==> config.mk <==
export PLATFORM = sky130hd
export DESIGN_NAME = seq_serializer_flat
export DESIGN_NICKNAME = d
export VERILOG_FILES = /design/src/rtl/seq_det_pkg.sv /design/src/rtl/seq_serializer_if.sv /design/src/rtl/seq_serializer.sv /design/src/flat_wrapper.sv
export SDC_FILE = /design/constraint.sdc
export NUM_CORES = 1
export LEC_CHECK = 0
export ABC_CLOCK_PERIOD_IN_PS = 2700
export CAP_MARGIN = 10
export CORE_ASPECT_RATIO = 1.2
export CORE_MARGIN = 4
export CORE_UTILIZATION = 40
export DETAILED_ROUTE_END_ITERATION = 6
export GPL_TIMING_DRIVEN = 1
export PLACE_DENSITY = 0.65
export REMOVE_ABC_BUFFERS = 1
export SLEW_MARGIN = 20
export SYNTH_ARGS = -nofsm -noshare
export SYNTH_HDL_FRONTEND = slang
export SYNTH_SLANG_ARGS = --single-unit
==> constraint.sdc <==
create_clock -name clk -period 2.7 [get_ports clk]
set_input_delay 0.81 -clock clk [delete_from_list [all_inputs] [get_ports clk]]
set_output_delay 0.81 -clock clk [all_outputs]
set_load 0.03 [all_outputs]
==> src/rtl/seq_det_pkg.sv <==
// seq_det_pkg: state encoding and the target pattern shared by the serializer, detector and bench.
package seq_det_pkg;
  localparam logic [1:0] S_IDLE  = 2'd0;
  localparam logic [1:0] S_SHIFT = 2'd1;
  localparam logic [1:0] S_PAR   = 2'd2;
  typedef enum logic [1:0] {
    ST_IDLE  = S_IDLE,
    ST_SHIFT = S_SHIFT,
    ST_PAR   = S_PAR
  } state_t;
  localparam logic [6:0] SEQ_PATTERN = 7'b1011010;
endpackage

==> src/rtl/seq_serializer_if.sv <==
// seq_serializer_if: valid/ready word handshake between an upstream source and the serializer.
interface seq_serializer_if #(
  parameter int DATA_WIDTH = 8
);
  logic [DATA_WIDTH-1:0] data_in;
  logic                  data_valid;
  logic                  data_ready;
  modport master(output data_in, output data_valid, input data_ready);
  modport slave(input data_in, input data_valid, output data_ready);
endinterface

==> src/rtl/seq_serializer.sv <==
// seq_serializer: valid/ready parallel-to-serial shifter feeding the sequence detector.
// Define SEQ_SER_PARITY_EN to append an even-parity bit after every word.
module seq_serializer
  import seq_det_pkg::*;
#(
  parameter int DATA_WIDTH = 8,
  parameter bit MSB_FIRST  = 1'b1,
  parameter bit IDLE_BIT   = 1'b0
) (
  input  logic            clk,
  input  logic            rst_n,
  seq_serializer_if.slave in_if,
  output logic            seq_out,
  output logic            seq_valid,
  output logic            busy
);
  localparam int CW = $clog2(DATA_WIDTH);
  state_t                state_q, state_d;
  logic [CW-1:0]         cnt_q, cnt_d;
  logic [DATA_WIDTH-1:0] sh_q, sh_d;
  logic                  seq_out_q, seq_out_d;
  logic                  seq_valid_q, seq_valid_d;
  logic                  load, last;
  assign last = cnt_q == CW'(DATA_WIDTH - 1);
  assign load = in_if.data_valid && in_if.data_ready;
`ifdef SEQ_SER_PARITY_EN
  logic par_q, par_d;
  assign par_d = load ? ^in_if.data_in : par_q;
  assign in_if.data_ready = state_q == ST_IDLE || state_q == ST_PAR;
  always_ff @(posedge clk or negedge rst_n)
    if (!rst_n) par_q <= 1'b0;
    else par_q <= par_d;
`else
  assign in_if.data_ready = state_q == ST_IDLE || (state_q == ST_SHIFT && last);
`endif
  // The shift register holds only the bits not yet on seq_out, so a reload on the
  // last-bit cycle continues the stream without a gap.
  always_comb begin
    state_d     = state_q;
    cnt_d       = cnt_q;
    sh_d        = sh_q;
    seq_out_d   = IDLE_BIT;
    seq_valid_d = 1'b0;
    if (load) begin
      state_d     = ST_SHIFT;
      cnt_d       = '0;
      sh_d        = MSB_FIRST ? in_if.data_in << 1 : in_if.data_in >> 1;
      seq_out_d   = MSB_FIRST ? in_if.data_in[DATA_WIDTH-1] : in_if.data_in[0];
      seq_valid_d = 1'b1;
    end else if (state_q == ST_SHIFT && !last) begin
      cnt_d       = cnt_q + CW'(1);
      sh_d        = MSB_FIRST ? sh_q << 1 : sh_q >> 1;
      seq_out_d   = MSB_FIRST ? sh_q[DATA_WIDTH-1] : sh_q[0];
      seq_valid_d = 1'b1;
`ifdef SEQ_SER_PARITY_EN
    end else if (state_q == ST_SHIFT) begin
      state_d     = ST_PAR;
      seq_out_d   = par_q;
      seq_valid_d = 1'b1;
`endif
    end else begin
      state_d = ST_IDLE;
      cnt_d   = '0;
    end
  end
  always_ff @(posedge clk or negedge rst_n)
    if (!rst_n) begin
      state_q     <= ST_IDLE;
      cnt_q       <= '0;
      sh_q        <= '0;
      seq_out_q   <= IDLE_BIT;
      seq_valid_q <= 1'b0;
    end else begin
      state_q     <= state_d;
      cnt_q       <= cnt_d;
      sh_q        <= sh_d;
      seq_out_q   <= seq_out_d;
      seq_valid_q <= seq_valid_d;
    end
  assign seq_out   = seq_out_q;
  assign seq_valid = seq_valid_q;
  assign busy      = state_q != ST_IDLE;
endmodule
==> src/flat_wrapper.sv <==
// flat-port wrapper written by rule: the top's interface ports become plain ports
module seq_serializer_flat import seq_det_pkg::*;
#(
  parameter int DATA_WIDTH = 8,
  parameter bit MSB_FIRST  = 1'b1,
  parameter bit IDLE_BIT   = 1'b0
)
  (clk, rst_n, seq_out, seq_valid, busy, in_if_data_in, in_if_data_valid, in_if_data_ready);
  seq_serializer_if #(.DATA_WIDTH(DATA_WIDTH)) in_if_i ();
  input  logic clk;
  input  logic rst_n;
  output logic seq_out;
  output logic seq_valid;
  output logic busy;
  input wire logic [$bits(in_if_i.data_in)-1:0] in_if_data_in;
  input wire logic [$bits(in_if_i.data_valid)-1:0] in_if_data_valid;
  output wire logic [$bits(in_if_i.data_ready)-1:0] in_if_data_ready;
  assign in_if_i.data_in = in_if_data_in;
  assign in_if_i.data_valid = in_if_data_valid;
  assign in_if_data_ready = in_if_i.data_ready;
  seq_serializer #(.DATA_WIDTH(DATA_WIDTH), .MSB_FIRST(MSB_FIRST), .IDLE_BIT(IDLE_BIT)) u_core (.clk(clk), .rst_n(rst_n), .in_if(in_if_i), .seq_out(seq_out), .seq_valid(seq_valid), .busy(busy));
endmodule
Word level (Yosys, flattened, before mapping)
Index checks and enable logic that the tools add are counted.
- add/sub/neg operators: 1
- equal/unequal tests: 3
- mux-type cells: 10
- reduce and logical (&&, ||, !) cells: 8
- operator list (kind ; number):
    $mux W8 ; 2
    $mux W3 ; 2
    $mux W1 ; 4
    $mux W2 ; 2
    $reduce_bool A2 Y1 ; 2
    $add A3 B1 Y3 const B ; 1
    $eq A3 B3 Y1 const B ; 1
    $logic_and A1 B1 Y1 ; 3
    $eq A2 B1 Y1 const B ; 1
    $logic_not A2 Y1 ; 1
    $ne A2 B1 Y1 const B ; 1
    $logic_not A1 Y1 ; 1
    $logic_or A1 B1 Y1 ; 1
- flip-flop bits (word level): 15
- input port bits: 11
- output and inout bits: 4
- word-level logic and storage cells: 27

Longest topological paths before layout
Gate-level depths: netlist of the first run.
- depth in word-level cells: 5
- mapped depth: 5
- depth with buffers taken out: 5

Worst setup path after synthesis of the first run
OpenSTA, ideal clock, no wires.
- path kind: register to output
- start point: register u_core.cnt_q[0]
- end point: output in_if_data_ready
- data arrival time: 1.054 ns
- data required time: 1.890 ns
- slack: 0.836 ns
- cell stages (with the launch flop): 5
- buffers on the path: 0
- cell sequence: dfrtp_1 -> ha_1 -> ha_1 -> nor2b_4 -> inv_2
- word-level cells in the longest chain between the ends: 3
- RTL lines (what ; RTL line ; text):
    from (decl) ; seq_serializer.sv:19 ; logic [CW-1:0] cnt_q, cnt_d;
    from (signal assigned) ; seq_serializer.sv:75 ; cnt_q <= cnt_d;
    $eq A3 B3 Y1 ; seq_serializer.sv:24 ; assign last = cnt_q == CW'(DATA_WIDTH - 1);
    $logic_and A1 B1 Y1 ; seq_serializer.sv:34 ; assign in_if.data_ready = state_q == ST_IDLE || (state_q == ST_SHIFT && last);
    $logic_or A1 B1 Y1 ; seq_serializer.sv:34 ;
    to (decl) ; flat_wrapper.sv:17 ; output wire logic [$bits(in_if_i.data_ready)-1:0] in_if_data_ready;
Every way passes these cells.

Final worst setup path of the first run
Same ends and word-level chain as after synthesis.

==> summary.md, run 1 <==
| Metric | Value |
|---|---|
| Hold_buf cts | 0 |
| Storage element area | 325 um^2 |
| Cell internal pwr | 513 uW |
| Sw frac | 0.310 |
| Post-DRT Antenna Nets | 0 |
| Reg2reg path depth | 6 |
| Reg2Reg Launch Point | u_core.cnt_q[0] |
| WS Path Type | reg -> out |
| Max Cap Violations | 0 |
| Inserted Diodes | 0 |
| Power per Cell Area | 918 mW/mm^2 |
| Crit path capture | in_if_data_ready |
| Clk sinks | 13 |
| Clk_lat worst skew | 0.27 ns |
| Ys flop type | dfrtp_1 |
| First-pass GRT wire length | 1730 um |
| Drt wl/cell | 13.1 um |
| Worst vdd ir | 465 uV |
| Largest net degree at the start of global routing | 14 |
| Core area | 0.00146 mm^2 |
| Final setup violation count | 0 |
| IO buf count | 14 |
| Die height | 51.2 um |
| Gate power share | 0.442 |
| Critical Path RT | 1.89 ns |
| Worst endpoint data arrival time | 1.49 ns |
| Total CTS buffers | 3 |
| Register area share after synthesis | 0.522 |
| Async SR Flop Fraction | 1.00 |
| Routability Congestion | 0.672 |
| Setup Buffers After CTS | 0 |
| Area occupied by multi-input gates | 283 um^2 |
| Top-count cell post-synth | dfrtp_1 |
| CTS clk-pin slew, worst paths | 0.07 ns |
| Vias in the first global route | 396 |
| Grt ovf | 0 |
| H-tree levels | 1 |
| Status | finished, final reports clean |
| Max Slew Vio Count | 0 |
| Critical path launch point type | flip-flop |
| Initial antenna violation count | 0 |
| # fillers | 139 |
| Largest cells by area after synthesis | dfrtp_1, mux2_4, ha_1 |
| Sequential share of power | 0.401 |
| Post-layout nets | 72 |
| Post-synth EDFFs | 0 |
| Fin. Hold Viols | 0 |
| Initial drt markers | 2 |
| Die area | 0.00226 mm^2 |
| Mapped Area | 623 um^2 |
| Yosys warning total | 0 |
| Synth Register Bits | 13 |
| Die W | 44.0 um |
| Drt total wl | 980 um |
| Slew @ Worst Pin | 0.562 ns |
| Layout cells sized above 1 | 0.345 |
| Syn-to-layout area delta | 29.9% |
| Final core occ | 0.553 |
| RSZ-0062 raised after global routing | false |
| Psw | 230 uW |
| CTS tree | done |
| Crit. Startpoint | u_core.cnt_q[0] |
| Post-DP HPWL | 703 um |
| Period utilisation layout | 0.852 |
| Worst Setup End Kind | primary output |
| Rows | 15 |
| Crit path max fanout | 5 |
| Reg-to-reg slack, setup | 1.11 ns |
| Initial Utilization | 0.426 |
| Synth top area share | 0.522 |
| Distinct cells, synth | 13 |
| Clock buffer depth | 2 |
| Worst Hold Class | reg -> reg |
| Vias per cell | 4.92 |
| Clk_skew | 0.00710 ns |
| Root Buffer | clkbuf_4 |
| DR DRC count | 0 |
| Synth area leader | dfrtp_1 |
| GRT Total Usage | 0.106 |
| Leakage | 0.402 nW |
| Max Freq | 435 MHz |
| Synth Instances | 40 |
| Via count | 369 |
| Setup TNS | 0 ns |
| Iteration count of the initial detailed-routing pass | 2 |
| Tmin final | 2.30 ns |
| Mean area per synthesized cell | 15.6 um^2 |
| Clk pwr share | 0.157 |
| Worst slew margin | 0.624 |
| Post-synth top cells | dfrtp_1, mux2_4 |
| Reg2reg end | u_core.sh_q[7] |
| Num ports | 15 |
-- power groups by stage --
stage | registers, mW | clock network (mW) | logic (mW)
final | 0.298 | 0.116 | 0.329
after global routing | 0.308 | 0.133 | 0.359
after detailed placement | 0.302 | 0 | 0.335
after floorplan | 0.319 | 0 | 0.213
after global placement | 0.302 | 0 | 0.333
after CTS | 0.300 | 0.122 | 0.338
-- logic make-up (layout without fill, tap and decap cells) --
logic type,Yosys count,in the layout,synth area share
flops,13,13,0.522
mux,13,13,0.305
compound gates,1,1,0.00802
simple gates,9,9,0.100
buf+inv,2,20,0.0241
fa+ha+maj,2,2,0.0402
-- cell type report --
type | instances | share of cell area
Sequential cell | 13 | 0.402
Multi-Input combinational cell | 25 | 0.349
Timing Repair Buffer | 15 | 0.185
Clock buffer | 4 | 0.0325
Tap cell | 17 | 0.0263
Inverter | 1 | 0.00464
-- critical path, stage by stage, from the launching register on --
cell	delay [ns]
dfrtp_1	0.38
ha_1	0.20
ha_1	0.21
nor2b_4	0.15
inv_2	0.05
dlymetal6s2s_1	0.23
-- registers in the layout (all words and copies together) (netlist names) --
register          cells
u_core.sh_q           7
u_core.cnt_q          3
u_core.seq_out        1
u_core.seq_valid      1
u_core.state_q        1
-- worst min-delay path by stage --
| stage | start | to | depth (start not counted) |
|---|---|---|---|
| 6_report | u_core.cnt_q[0] | u_core.cnt_q[0] | 1 |
| 5_1_grt | u_core.cnt_q[0] | u_core.cnt_q[0] | 1 |
| 4_1_cts | u_core.cnt_q[0] | u_core.cnt_q[0] | 1 |
| 3_5_place_dp | u_core.cnt_q[0] | u_core.cnt_q[0] | 1 |
| 3_3_place_gp | u_core.cnt_q[0] | u_core.cnt_q[0] | 1 |
| 2_1_floorplan | u_core.cnt_q[0] | u_core.cnt_q[0] | 1 |
-- stage by stage --
step,power [mW],hold slack [ns],std cells,setup WS [ns],cell area [um^2]
2_1_floorplan,0.532,0.410,39,0.836,612
3_3_place_gp,0.635,0.419,71,0.339,781
3_5_place_dp,0.637,0.436,71,0.329,781
4_1_cts,0.760,0.446,75,0.0202,807
5_1_grt,0.801,0.472,75,0.305,810
6_report,0.744,0.439,75,0.400,810
-- routing by layer --
metal	up-vias	routed length, um	part of all wire	GRT usage
li1	173	-	-	-
met1	179	458	0.47	0.146
met2	14	417	0.43	0.143
met3	3	77	0.079	0.0211
met4	0	27	0.028	0.0754
met5	-	0	0	0
-- placed cells by master (no fill, tap or decap), types with 2 or more instances in the layout --
cell             instances
clkdlybuf4s50_1         13
dfrtp_1                 13
mux2_4                  12
clkbuf_4                 3
and2_1                   2
nor2_1                   2
nand2b_2                 2
ha_1                     2
-- what timing repair did --
| action | CTS | global route |
|---|---|---|
| resized for setup | 0 | 1 |
| endpoints found under the setup margin | 0 | 1 |
| hold endpoints to repair | 0 | 0 |
No activity file was read; power rests on OpenSTA's default activity.
==> run 2: changes to the inputs <==
- PLACE_DENSITY: 0.65 -> not set
- PLACE_DENSITY_LB_ADDON: not set -> 0.15
==> run 2 against run 1 <==
  * Final area is the same
  * Utilization is the same
  * Non-clock buffer count unchanged
  * Fmax down 1.3%
  * Largest power group unchanged
  * Highest routed layer unchanged
==> summary.md, run 2 (synthesized netlist as in run 1, its figures left out) <==
| Metric | Value |
|---|---|
| Rows | 15 (unchanged) |
| Critical path launch point type | flip-flop (unchanged) |
| Leakage | 0.402 nW (unchanged) |
| Routability Congestion | 0.642 (was 0.672) |
| Worst endpoint data arrival time | 1.52 ns (was 1.49 ns) |
| Drt total wl | 1070 um (was 980 um) |
| Clock buffer depth | 2 (unchanged) |
| Crit path max-delay family | adder cells (unchanged) |
| First-pass GRT wire length | 1710 um (was 1730 um) |
| Worst Setup End Kind | primary output (unchanged) |
| RSZ-0062 raised after global routing | false (unchanged) |
| Post-DP HPWL | 825 um (was 703 um) |
| Die W | 44.0 um (unchanged) |
| GRT Total Usage | 0.109 (was 0.106) |
| Critical Path Slowest Stage Cell | dfrtp_1 (unchanged) |
| Num ports | 15 (unchanged) |
| Most frequent cells in the layout | clkdlybuf4s50_1, dfrtp_1, mux2_4 (unchanged) |
| Power Total | 752 uW (was 744 uW) |
| Grt ovf | 0 (unchanged) |
| Clk_skew | 0.00712 ns (was 0.00710 ns) |
| Worst path most repeated cell | ha_1 (unchanged) |
| Layout cells sized above 1 | 0.345 (unchanged) |
| Largest net degree at the start of global routing | 14 (unchanged) |
| Largest regs | u_core.sh_q x7, u_core.cnt_q x3 (unchanged) |
| Crit-path cells | ha_1, ha_1, nor2b_4, inv_2, dlymetal6s2s_1 (unchanged) |
| Fin. Hold Viols | 0 (unchanged) |
| Clk sinks | 13 (unchanged) |
| Iteration count of the initial detailed-routing pass | 2 (unchanged) |
| WS Path Type | reg -> out (unchanged) |
| Max Freq | 429 MHz (was 435 MHz) |
| Post-layout nets | 72 (unchanged) |
| Root Buffer | clkbuf_4 (unchanged) |
| Max Slew Vio Count | 0 (unchanged) |
| Max reg flops | 7 (unchanged) |
| CTS tree | done (unchanged) |
| Status | finished, final reports clean (unchanged) |
| Initial Utilization | 0.426 (unchanged) |
| Die height | 51.2 um (unchanged) |
| Power per Cell Area | 929 mW/mm^2 (was 918 mW/mm^2) |
| Hold-critical path depth | 1 (unchanged) |
| CTS clk-pin slew, worst paths | 0.07 ns (about the same) |
| Worst slew margin | 0.624 (about the same) |
| Slew @ Worst Pin | 0.563 ns (was 0.562 ns) |
| Setup TNS | 0 ns (unchanged) |
| Initial antenna violation count | 0 (unchanged) |
| Register with the most flip-flops | u_core.sh_q (unchanged) |
| Setup Buffers After CTS | 0 (unchanged) |
| IO buf count | 14 (unchanged) |
| Critical Path RT | 1.89 ns (about the same) |
| Initial drt markers | 1 (was 2) |
| Final setup violation count | 0 (unchanged) |
| Worst hold margin | 0.458 ns (was 0.439 ns) |
| Worst vdd ir | 494 uV (was 465 uV) |
| Tmin final | 2.33 ns (was 2.30 ns) |
| Worst Hold Class | reg -> reg (unchanged) |
| Inserted Diodes | 0 (unchanged) |
| Critical path depth | 5 (unchanged) |
| Final core occ | 0.553 (unchanged) |
| Max Cap Violations | 0 (unchanged) |
| Vias per cell | 4.85 (was 4.92) |
| DR DRC count | 0 (unchanged) |
| Worst stage delay on the critical path | 0.39 ns (was 0.38 ns) |
| Vias in the first global route | 407 (was 396) |
| Total CTS buffers | 3 (unchanged) |
| Die area | 0.00226 mm^2 (unchanged) |
| Reg2reg path depth | 6 (unchanged) |
| Period utilisation layout | 0.863 (was 0.852) |
| Via count | 364 (was 369) |
| # fillers | 124 (was 139) |
| H-tree levels | 1 (unchanged) |
| Syn-to-layout area delta | 29.9% (unchanged) |
| Drt wl/cell | 14.2 um (was 13.1 um) |
| Post-DRT Antenna Nets | 0 (unchanged) |
| Clk_lat worst skew | 0.27 ns (about the same) |
| Core area | 0.00146 mm^2 (unchanged) |
| Crit path max fanout | 5 (unchanged) |
| Place WS | 0.311 ns (was 0.329 ns) |
| Buf+Inv Stages, Crit Path | 2 (unchanged) |
| Final WS setup | 0.370 ns (was 0.400 ns) |
-- run 2: cell counts in the layout (fill, tap and decap cells not counted) --
No cell type changed its count.
-- run 2: worst register-to-register path, delay by kind of cell (launching register included) --
family                     cells  cell delay, ns
buffers and inverters          2            0.23
and+or+nand+nor                1            0.16
adders and majority gates      2            0.42
DFF                            1            0.39
muxes                          1            0.31
-- run 2: layout make-up --
type	count	area, um^2	share of cell area
clock buffer	4	26.3	0.0325
multi-input combinational	25	283	0.349
tap	17	21.3	0.0263
timing repair buffer	15	150	0.185
sequential	13	325	0.402
inverter	1	3.75	0.00464
-- run 2: worst paths after layout --
path	from	end	slack, ns
min	u_core.cnt_q[0]	u_core.cnt_q[0]	0.46
max reg2reg	u_core.cnt_q[0]	u_core.sh_q[5]	1.08
min reg2reg	u_core.cnt_q[0]	u_core.cnt_q[0]	0.46
max in group asynchronous	rst_n	u_core.cnt_q[2]	1.43
min in group asynchronous	rst_n	u_core.sh_q[7]	0.89
max	u_core.cnt_q[0]	in_if_data_ready	0.37
-- run 2: layer usage --
metal	global-route usage	vias to the layer above	share of wire
met1	0.113	176	0.42
met4	0.0603	0	0.015
met5	0	-	0
met2	0.177	14	0.48
met3	0.0493	2	0.083
li1	-	172	-
-- run 2: per-stage QoR --
step,std cells,cell area (um^2)
final,75,810
after global routing,75,810
after CTS,75,807
after detailed placement,71,781
after global placement,71,781
after floorplan,39,612
-- run 2: what timing repair did --
item,CTS,global route
hold buffers,0,0
endpoints found under the setup margin,0,1
gates resized for setup,0,1
-- run 2: where the power goes --
part	leakage, nW	switching (mW)	internal, mW
Sequential	0.162	0.0360	0.266
Combinational	0.225	0.142	0.191
Clock	0.0150	0.0603	0.0572
